==> src/rtl/axis_video_frame_ingress.sv <==
// AXI4-Stream video ingress for the Sobel pipeline.
// Takes one frame from the stream, repairs short and long lines, and writes exactly rows*cols
// pixels into the downstream HLS FIFO. Pixel data passes straight through with no pipeline
// stage, so an accepted beat is written in the cycle of its handshake.
module axis_video_frame_ingress #(
  parameter int unsigned DATA_W   = 32,
  parameter int unsigned MAX_ROWS = 128,
  parameter int unsigned MAX_COLS = 128,
  parameter int unsigned CNT_W    = 16
) (
  input  logic              ap_clk,
  input  logic              ap_rst_n,
  input  logic              ap_start,
  output logic              ap_done,
  output logic              ap_idle,
  input  logic [7:0]        rows,
  input  logic [7:0]        cols,
  input  logic [DATA_W-1:0] s_axis_tdata,
  input  logic              s_axis_tvalid,
  output logic              s_axis_tready,
  input  logic              s_axis_tuser,
  input  logic              s_axis_tlast,
  output logic [DATA_W-1:0] out_din,
  output logic              out_write,
  input  logic              out_full_n,
  output logic              stall_in,
  output logic              stall_out,
  output logic [CNT_W-1:0]  early_eol_cnt,
  output logic [CNT_W-1:0]  late_eol_cnt
);

  typedef enum logic [2:0] {
    StIdle,
    StWaitSof,
    StRow,
    StFlush,
    StPad,
    StDone
  } state_e;

  // Frame dimensions are carried on 8-bit ports; the limits are narrowed to match.
  localparam logic [7:0] MaxRows = 8'(MAX_ROWS);
  localparam logic [7:0] MaxCols = 8'(MAX_COLS);

  state_e            state_q, state_d;
  logic [7:0]        rows_q, rows_d;
  logic [7:0]        cols_q, cols_d;
  logic [7:0]        row_q, row_d;
  logic [7:0]        col_q, col_d;
  logic [CNT_W-1:0]  early_q, early_d;
  logic [CNT_W-1:0]  late_q, late_d;

  logic [7:0] rows_lim, cols_lim;
  logic [7:0] row_inc, col_inc;
  logic       beat_acc;
  logic       data_beat;
  logic       col_last;
  logic       end_row;

  function automatic logic [CNT_W-1:0] sat_inc(input logic [CNT_W-1:0] v);
    return (&v) ? v : v + CNT_W'(1);
  endfunction

  // Out-of-range dimensions are clamped so the frame still terminates.
  assign rows_lim = (rows > MaxRows) ? MaxRows : rows;
  assign cols_lim = (cols > MaxCols) ? MaxCols : cols;

  assign row_inc  = row_q + 8'd1;
  assign col_inc  = col_q + 8'd1;
  assign beat_acc = s_axis_tvalid & s_axis_tready;
  // The SOF beat is the first pixel; in ROW every accepted beat is a pixel.
  assign data_beat = beat_acc & ((state_q == StRow) | ((state_q == StWaitSof) & s_axis_tuser));
  assign col_last  = (col_q == cols_q - 8'd1);

  // State register.
  always_ff @(posedge ap_clk or negedge ap_rst_n) begin
    if (!ap_rst_n) begin
      state_q <= StIdle;
    end else begin
      state_q <= state_d;
    end
  end

  // Frame geometry, position and error counters.
  always_ff @(posedge ap_clk or negedge ap_rst_n) begin
    if (!ap_rst_n) begin
      rows_q  <= '0;
      cols_q  <= '0;
      row_q   <= '0;
      col_q   <= '0;
      early_q <= '0;
      late_q  <= '0;
    end else begin
      rows_q  <= rows_d;
      cols_q  <= cols_d;
      row_q   <= row_d;
      col_q   <= col_d;
      early_q <= early_d;
      late_q  <= late_d;
    end
  end

  // Next-state and datapath update.
  always_comb begin
    state_d = state_q;
    rows_d  = rows_q;
    cols_d  = cols_q;
    row_d   = row_q;
    col_d   = col_q;
    early_d = early_q;
    late_d  = late_q;
    end_row = 1'b0;

    unique case (state_q)
      StIdle: begin
        if (ap_start) begin
          rows_d  = rows_lim;
          cols_d  = cols_lim;
          row_d   = '0;
          col_d   = '0;
          early_d = '0;
          late_d  = '0;
          state_d = ((rows_lim == 8'd0) || (cols_lim == 8'd0)) ? StDone : StWaitSof;
        end
      end
      StWaitSof, StRow: begin
        if (data_beat) begin
          if (col_last) begin
            if (s_axis_tlast) begin
              end_row = 1'b1;
            end else begin
              late_d  = sat_inc(late_q);
              state_d = StFlush;
            end
          end else begin
            col_d   = col_inc;
            state_d = StRow;
            if (s_axis_tlast) begin
              early_d = sat_inc(early_q);
              state_d = StPad;
            end
          end
        end
      end
      StFlush: begin
        if (s_axis_tvalid && s_axis_tlast) begin
          end_row = 1'b1;
        end
      end
      StPad: begin
        if (out_full_n) begin
          if (col_inc == cols_q) begin
            end_row = 1'b1;
          end else begin
            col_d = col_inc;
          end
        end
      end
      StDone: begin
        state_d = StIdle;
      end
      default: begin
        state_d = StIdle;
      end
    endcase

    // Later rows need no SOF, so a finished row always resumes in ROW.
    if (end_row) begin
      row_d   = row_inc;
      col_d   = '0;
      state_d = (row_inc == rows_q) ? StDone : StRow;
    end
  end

  // Handshake, FIFO write and stall outputs decoded from the current state.
  always_comb begin
    s_axis_tready = 1'b0;
    out_write     = 1'b0;
    out_din       = '0;
    stall_in      = 1'b0;
    stall_out     = 1'b0;

    unique case (state_q)
      StWaitSof: begin
        s_axis_tready = out_full_n;
        out_write     = s_axis_tvalid & out_full_n & s_axis_tuser;
        out_din       = out_write ? s_axis_tdata : '0;
        stall_in      = ~s_axis_tvalid & out_full_n;
        stall_out     = ~out_full_n;
      end
      StRow: begin
        s_axis_tready = out_full_n;
        out_write     = s_axis_tvalid & out_full_n;
        out_din       = out_write ? s_axis_tdata : '0;
        stall_in      = ~s_axis_tvalid & out_full_n;
        stall_out     = ~out_full_n;
      end
      StFlush: begin
        s_axis_tready = 1'b1;
      end
      StPad: begin
        out_write = out_full_n;
        stall_out = ~out_full_n;
      end
      default: begin
      end
    endcase
  end

  assign ap_idle       = (state_q == StIdle);
  assign ap_done       = (state_q == StDone);
  assign early_eol_cnt = early_q;
  assign late_eol_cnt  = late_q;

endmodule

==> config.mk <==
export PLATFORM = sky130hd
export DESIGN_NAME = axis_video_frame_ingress
export DESIGN_NICKNAME = d
export VERILOG_FILES = /design/src/rtl/axis_video_frame_ingress.sv
export SDC_FILE = /design/constraint.sdc
export NUM_CORES = 1
export LEC_CHECK = 0
export ABC_AREA = 1
export BUFFER_PORTS_ARGS = -buffer_cell sky130_fd_sc_hd__buf_2
export CORE_MARGIN = 4
export CORE_UTILIZATION = 59
export DETAILED_ROUTE_END_ITERATION = 8
export GPL_TIMING_DRIVEN = 0
export PLACE_DENSITY = 0.9
export SETUP_SLACK_MARGIN = 0.5
export SYNTH_ARGS = -nofsm -noshare
export SYNTH_HDL_FRONTEND = slang
export SYNTH_SLANG_ARGS = --single-unit
==> constraint.sdc <==
create_clock -name ap_clk -period 3.8 [get_ports ap_clk]
set_input_delay 0.38 -clock ap_clk [delete_from_list [all_inputs] [get_ports ap_clk]]
set_output_delay 0.38 -clock ap_clk [all_outputs]
set_load 0.01 [all_outputs]
======== After elaboration in Yosys (flattened, before gate mapping) ========
Cells that the tools add are included.
W data, S select, Z words.
word-level totals
  flip-flop bits (word level) ............. 67
  output and inout bits ................... 70
  logic and storage cells ................. 111
operators by class
  $add $sub $neg .......................... 5
  $lt $le $gt $ge ......................... 2
  equal/unequal tests ..................... 23
  mux-type cells .......................... 45
  bitwise gates (word level) .............. 9
  reductions and logical operators ........ 20
operator list
  operator                 count
  $mux W16                 9
  $mux W8                  10
  $mux W32                 2
  $pmux W16 S2             2
  $pmux W32 S2             1
  $add A16 B1 Y16 const B  2
  $reduce_and A16 Y1       2
  $eq A8 B8 Y1             3
  $mux W3                  8
  $pmux W8 S3              1
  $reduce_and A6 Y1        3
  $add A8 B1 Y8 const B    2
  $gt A8 B8 Y1 const B     2
  $logic_not A8 Y1         2
  $ne A2 B2 Y1 const B     5
  $pmux W3 S3              1
  $mux W1                  8
  $ne A2 B1 Y1 const B     4
  $sub A8 B1 Y8 const B    1
  $and A1 B1 Y1            6
  $eq A3 B2 Y1 const B     2
  $eq A3 B3 Y1 const B     2
  $ne A3 B2 Y1 const B     2
  $ne A3 B3 Y1 const B     2
  other kinds (16)         22

======== Logic depth before layout (Yosys ltp) ========
  depth after elaboration ................. 9
  depth in mapped cells ................... 15

======== Least setup slack after synthesis ========
Ideal clock, no wire load.
  kind .................................... register to register
  start ................................... reg col_q[0]
  end ..................................... reg row_q[2]
  library setup time ...................... 0.129 ns
  arrival ................................. 1.751 ns
  data required time ...................... 3.671 ns
  slack ................................... 1.920 ns
  stages on the path, launching flop included .. 14
  path buffers ............................ 1
  period minus slack after synthesis ...... 1.880 ns
  cell sequence ........................... dfrtp_1 ha_1 or2_1 nand2_1 nand2_1 nand2_1 nand2_1 nor2_1 nand4_1 nand3_2 inv_2 buf_6 nand3_1 o21ai_0
on the way
  longest elaborated chain between the ends .. 7
  elaborated cells on any way between the ends .. 12
  those cells by class .................... add/sub: 1; eq/ne: 2; mux: 6; reduce/logical: 3
ends and longest elaborated chain
  what                          RTL line  source
  start: declaration            49        logic [7:0] col_q, col_d;
  start signal: assignment      97        col_q <= col_d;
  $add A8 B1 Y8                 69        assign col_inc = col_q + 8'd1;
  $eq A8 B8 Y1                  152       if (col_inc == cols_q) begin
  $mux W1                       152
  $mux W1                       151       if (out_full_n) begin
  $pmux W1 S3 *                 114       unique case (state_q)
  $reduce_bool A2 Y1 (no line)  --
  $reduce_and A2 Y1 (no line)   --
  end signal: assignment        96        row_q <= row_d;
  end: declaration              48        logic [7:0] row_q, row_d;
Mark *: on every way between the ends. The rest lies on a longest branch, timed or not.
A chain may end at the register's enable or synchronous reset.

======== Final worst setup path ========
  start ................................... reg state_q[0]
  end ..................................... out s_axis_tready
on the way
  longest elaborated chain between the ends .. 3
  elaborated cells on any way between the ends .. 5
  those cells by class .................... eq/ne: 3; mux: 1; reduce/logical: 1
ends and longest elaborated chain
  what                                          RTL line  source
  start: declaration                            45        state_e state_q, state_d;
  start signal: assignment                      78        state_q <= StIdle;
  start signal: assignment                      80        state_q <= state_d;
  $eq A3 B2 Y1 or $eq A3 B1 Y1 (tied branches)  183       unique case (state_q)
  $reduce_or A2 Y1 (no line)                    --
  $pmux W1 S2 *                                 183
  end: declaration                              20        output logic s_axis_tready,
Marked as above.

==> flow_summary.json <==
{
  "fillers": 625,
  "p_leak_nw": 3.25,
  "multi_input_area_mm2": 0.00274,
  "intPower_mw": 1.72,
  "ys_seq_area_frac": 0.340,
  "top_layer": "met5",
  "fmax_ghz": 0.377,
  "timing.hold.ws_ps": 106,
  "gp_congestion": 0.942,
  "start_util": 0.604,
  "slew_headroom": 0.438,
  "p_seq_frac": 0.301,
  "wirelength_um": 14000,
  "outcome": "finished, final reports clean",
  "critPathKind": "reg -> out",
  "fin_crit_ps": 2660,
  "dp_hpwl_um": 10500,
  "tightestPinTransition_ps": 844,
  "dieArea_mm2": 0.00989,
  "routedWlPerCell_um": 14.2,
  "postCtsHoldBufs": 0,
  "clockBufferDepth": 2,
  "vias_per_cell": 5.47,
  "hold_path_class": "in -> async",
  "synth_top_area_frac": 0.340,
  "io_pins": 125,
  "crit_chain": "inv_1, nand3_2, nand2_4, buf_1, buf_2, nand2_1, nand2_1, buf_2",
  "yosys.cell_types.count": 42,
  "synthTopCellsByArea": "dfrtp_1, nand2_1, nor2_1, inv_1, nand3_1",
  "setup_viol": 0,
  "die_h_um": 99.5,
  "grt_pass1_wl_um": 23100,
  "vias": 5366,
  "cp-end-kind": "output pin",
  "tns_ps": 0,
  "final_nets": 931,
  "syn-instance-count": 736,
  "path_clk_slew_ps": 80,
  "ir_drop_mv": 0.398,
  "skew_ps": 13.6,
  "r2r_start": "col_q[0]$_DFFE_PN0P_",
  "grt_pass1_vias": 5082,
  "arrival_ps": 2280,
  "drcViolationCount": 0,
  "finalCritPeriodShare": 0.699,
  "io_buffers": 124,
  "row_count": 33,
  "path_buf_inv": 4,
  "wl_met3_um": 1010,
  "clock_sinks": 67,
  "grt_setup_unrepaired": "no",
  "drv_slew": 0,
  "fp.dieW_um": 99.5,
  "antenna_cells": 0,
  "postRouteAntennaNets": 0,
  "cts_root_buffer": "clkbuf_8",
  "p_comb_frac": 0.506,
  "cpPeakStageDelay_ps": 420,
  "wl_met2_um": 6930,
  "crit_path_start_kind": "flop",
  "crit_family": "buffers and inverters",
  "synth_nets": 796,
  "synth_top_area_cell": "dfrtp_1",
  "initialDrtViolationCount": 356,
  "core_mm2": 0.00818,
  "post-place-cells": 965,
  "finalHoldViolCount": 0,
  "ys_ff_latch": 67,
  "power_frac_clock": 0.193,
  "cts_made_buffers": 9,
  "met1Wirelength_um": 5640,
  "fin_cells": 981,
  "slowest_stage": "dfrtp_1",
  "synth.avg_cell_area_um2": 6.71,
  "cts_tree": "done",
  "clk_latency_ps": 360,
  "seq_area_mm2": 0.00168,
  "switchingPower_mw": 1.60,
  "syn_to_final_growth_pct": 19.5,
  "grt-ovfl-total": 0,
  "drtPass1Iterations": 5,
  "synth_area_mm2": 0.00494,
  "reg2reg_to": "row_q[5]$_DFFE_PN0P_",
  "grt_usage": 0.284,
  "h-tree-depth": 3,
  "grt_max_degree": 68,
  "p_total_mw": 3.31,
  "synth_warnings": 0,
  "path_max_fanout": 10,
  "worstRegToRegCells": 13,
  "r2r_setup_slack_ps": 1450,
  "power.density_mw_per_mm2": 561,
  "p_sw_frac": 0.482,
  "post_cts.repair.setup_buffers": 0,
  "drive_above_1_share": 0.228,
  "fin_util": 0.722,
  "cts_resized": 0,
  "cp.required_ps": 3420,
  "drv_cap": 0,
  "antenna_found_initial": 1
}
## worst max-delay path by stage
stage / startpoint / depth (start not counted) / endpoint / slack, ps
after floorplan: col_q[0]$_DFFE_PN0P_ / 13 / row_q[2]$_DFFE_PN0P_ / 1920
after global placement: state_q[0]$_DFFE_PN0P_ / 8 / s_axis_tready / 1600
after detailed placement: col_q[0]$_DFFE_PN0P_ / 13 / row_q[5]$_DFFE_PN0P_ / 1550
after CTS: state_q[0]$_DFFE_PN0P_ / 8 / s_axis_tready / 1170
after global routing: state_q[0]$_DFFE_PN0P_ / 8 / stall_in / 960
final: state_q[0]$_DFFE_PN0P_ / 8 / s_axis_tready / 1140
## metrics by stage
step	cell area [µm²]	setup WS, ps
global route	5900	956
global placement	5690	1600
finish	5900	1140
floorplan	4940	1920
CTS	5900	1170
detailed placement	5690	1550
## state kept, by name (all words and copies together), names as in the netlist
register,flops
state_q,3
rows_q,8
col_q,8
cols_q,8
early_eol_cnt,16
late_eol_cnt,16
row_q,8
## power groups by stage
stage	Clock [mW]	Sequential, mW	Combinational (mW)
3_5_place_dp	0	1.01	1.64
6_report	0.640	0.997	1.68
3_3_place_gp	0	1.00	1.58
5_1_grt	0.678	1.02	1.88
2_1_floorplan	0	0.979	1.22
4_1_cts	0.635	0.993	1.66
## synth_stat cells
library cell	n
inv_4	1
nand3b_1	1
nor2_2	4
buf_2	3
o21ai_1	4
clkbuf_1	7
buf_4	2
or2_2	2
o21bai_1	1
buf_6	5
o21bai_2	1
nand3_4	1
nor4_1	5
xnor2_1	11
nand2_1	215
o21ai_2	11
or2_1	1
inv_1	92
nand2_4	2
nor3_1	15
nand3_2	4
a21oi_1	18
inv_2	8
a21o_1	1
buf_8	1
o31ai_2	1
buf_1	1
o21ai_0	23
a21oi_4	1
nor2_1	97
nor2_4	1
nand2_2	10
a22o_1	3
clkinv_1	1
nand3_1	58
xor2_1	30
and2_1	1
nor3_2	2
a31oi_1	1
nand4_1	18
ha_1	5
dfrtp_1	67
## routing by layer
layer,GRT usage,vias up
met5,0,-
met4,0.118,2
met3,0.0463,51
met2,0.471,256
met1,0.371,2476
li1,-,2581
## cell usage in the layout, fill, tap and decap left out, drive strengths merged, types with 11 or more instances in the layout
master	n
xor2	30
clkbuf	17
buf	136
nor2	102
inv	103
dfrtp	67
a21oi	19
nor3	17
o21ai	38
nand4	18
xnor2	11
nand3	63
nand2	227
## layout make-up
class | instances | share of cell area
Buffer | 19 | 0.0223
Clock buffer | 10 | 0.0233
Clock inverter | 6 | 0.0121
Inverter | 102 | 0.0653
Multi-Input combinational cell | 548 | 0.465
Sequential cell | 67 | 0.284
Tap cell | 105 | 0.0223
Timing Repair Buffer | 124 | 0.106
## kinds of logic after synthesis
kind of cell / after synthesis / share of synthesized area
AOI/OAI and AO/OA: 65 / 0.0829
and+or+nand+nor: 437 / 0.387
buffers and inverters: 121 / 0.105
xor gates and xnor gates: 41 / 0.0727
DFF: 67 / 0.340
adders and majority gates: 5 / 0.0127
## worst reg2reg max path: stages (launching register included)
cell,delay [ps]
dfrtp_1,470
ha_1,280
nand2_2,90
nor2_1,230
inv_1,70
nand2_1,70
nand3_1,60
nor2_1,200
nand4_1,170
nand3_2,160
inv_2,110
buf_6,160
nand3_1,70
o21ai_0,100
Power figures use the tool's default switching activity.
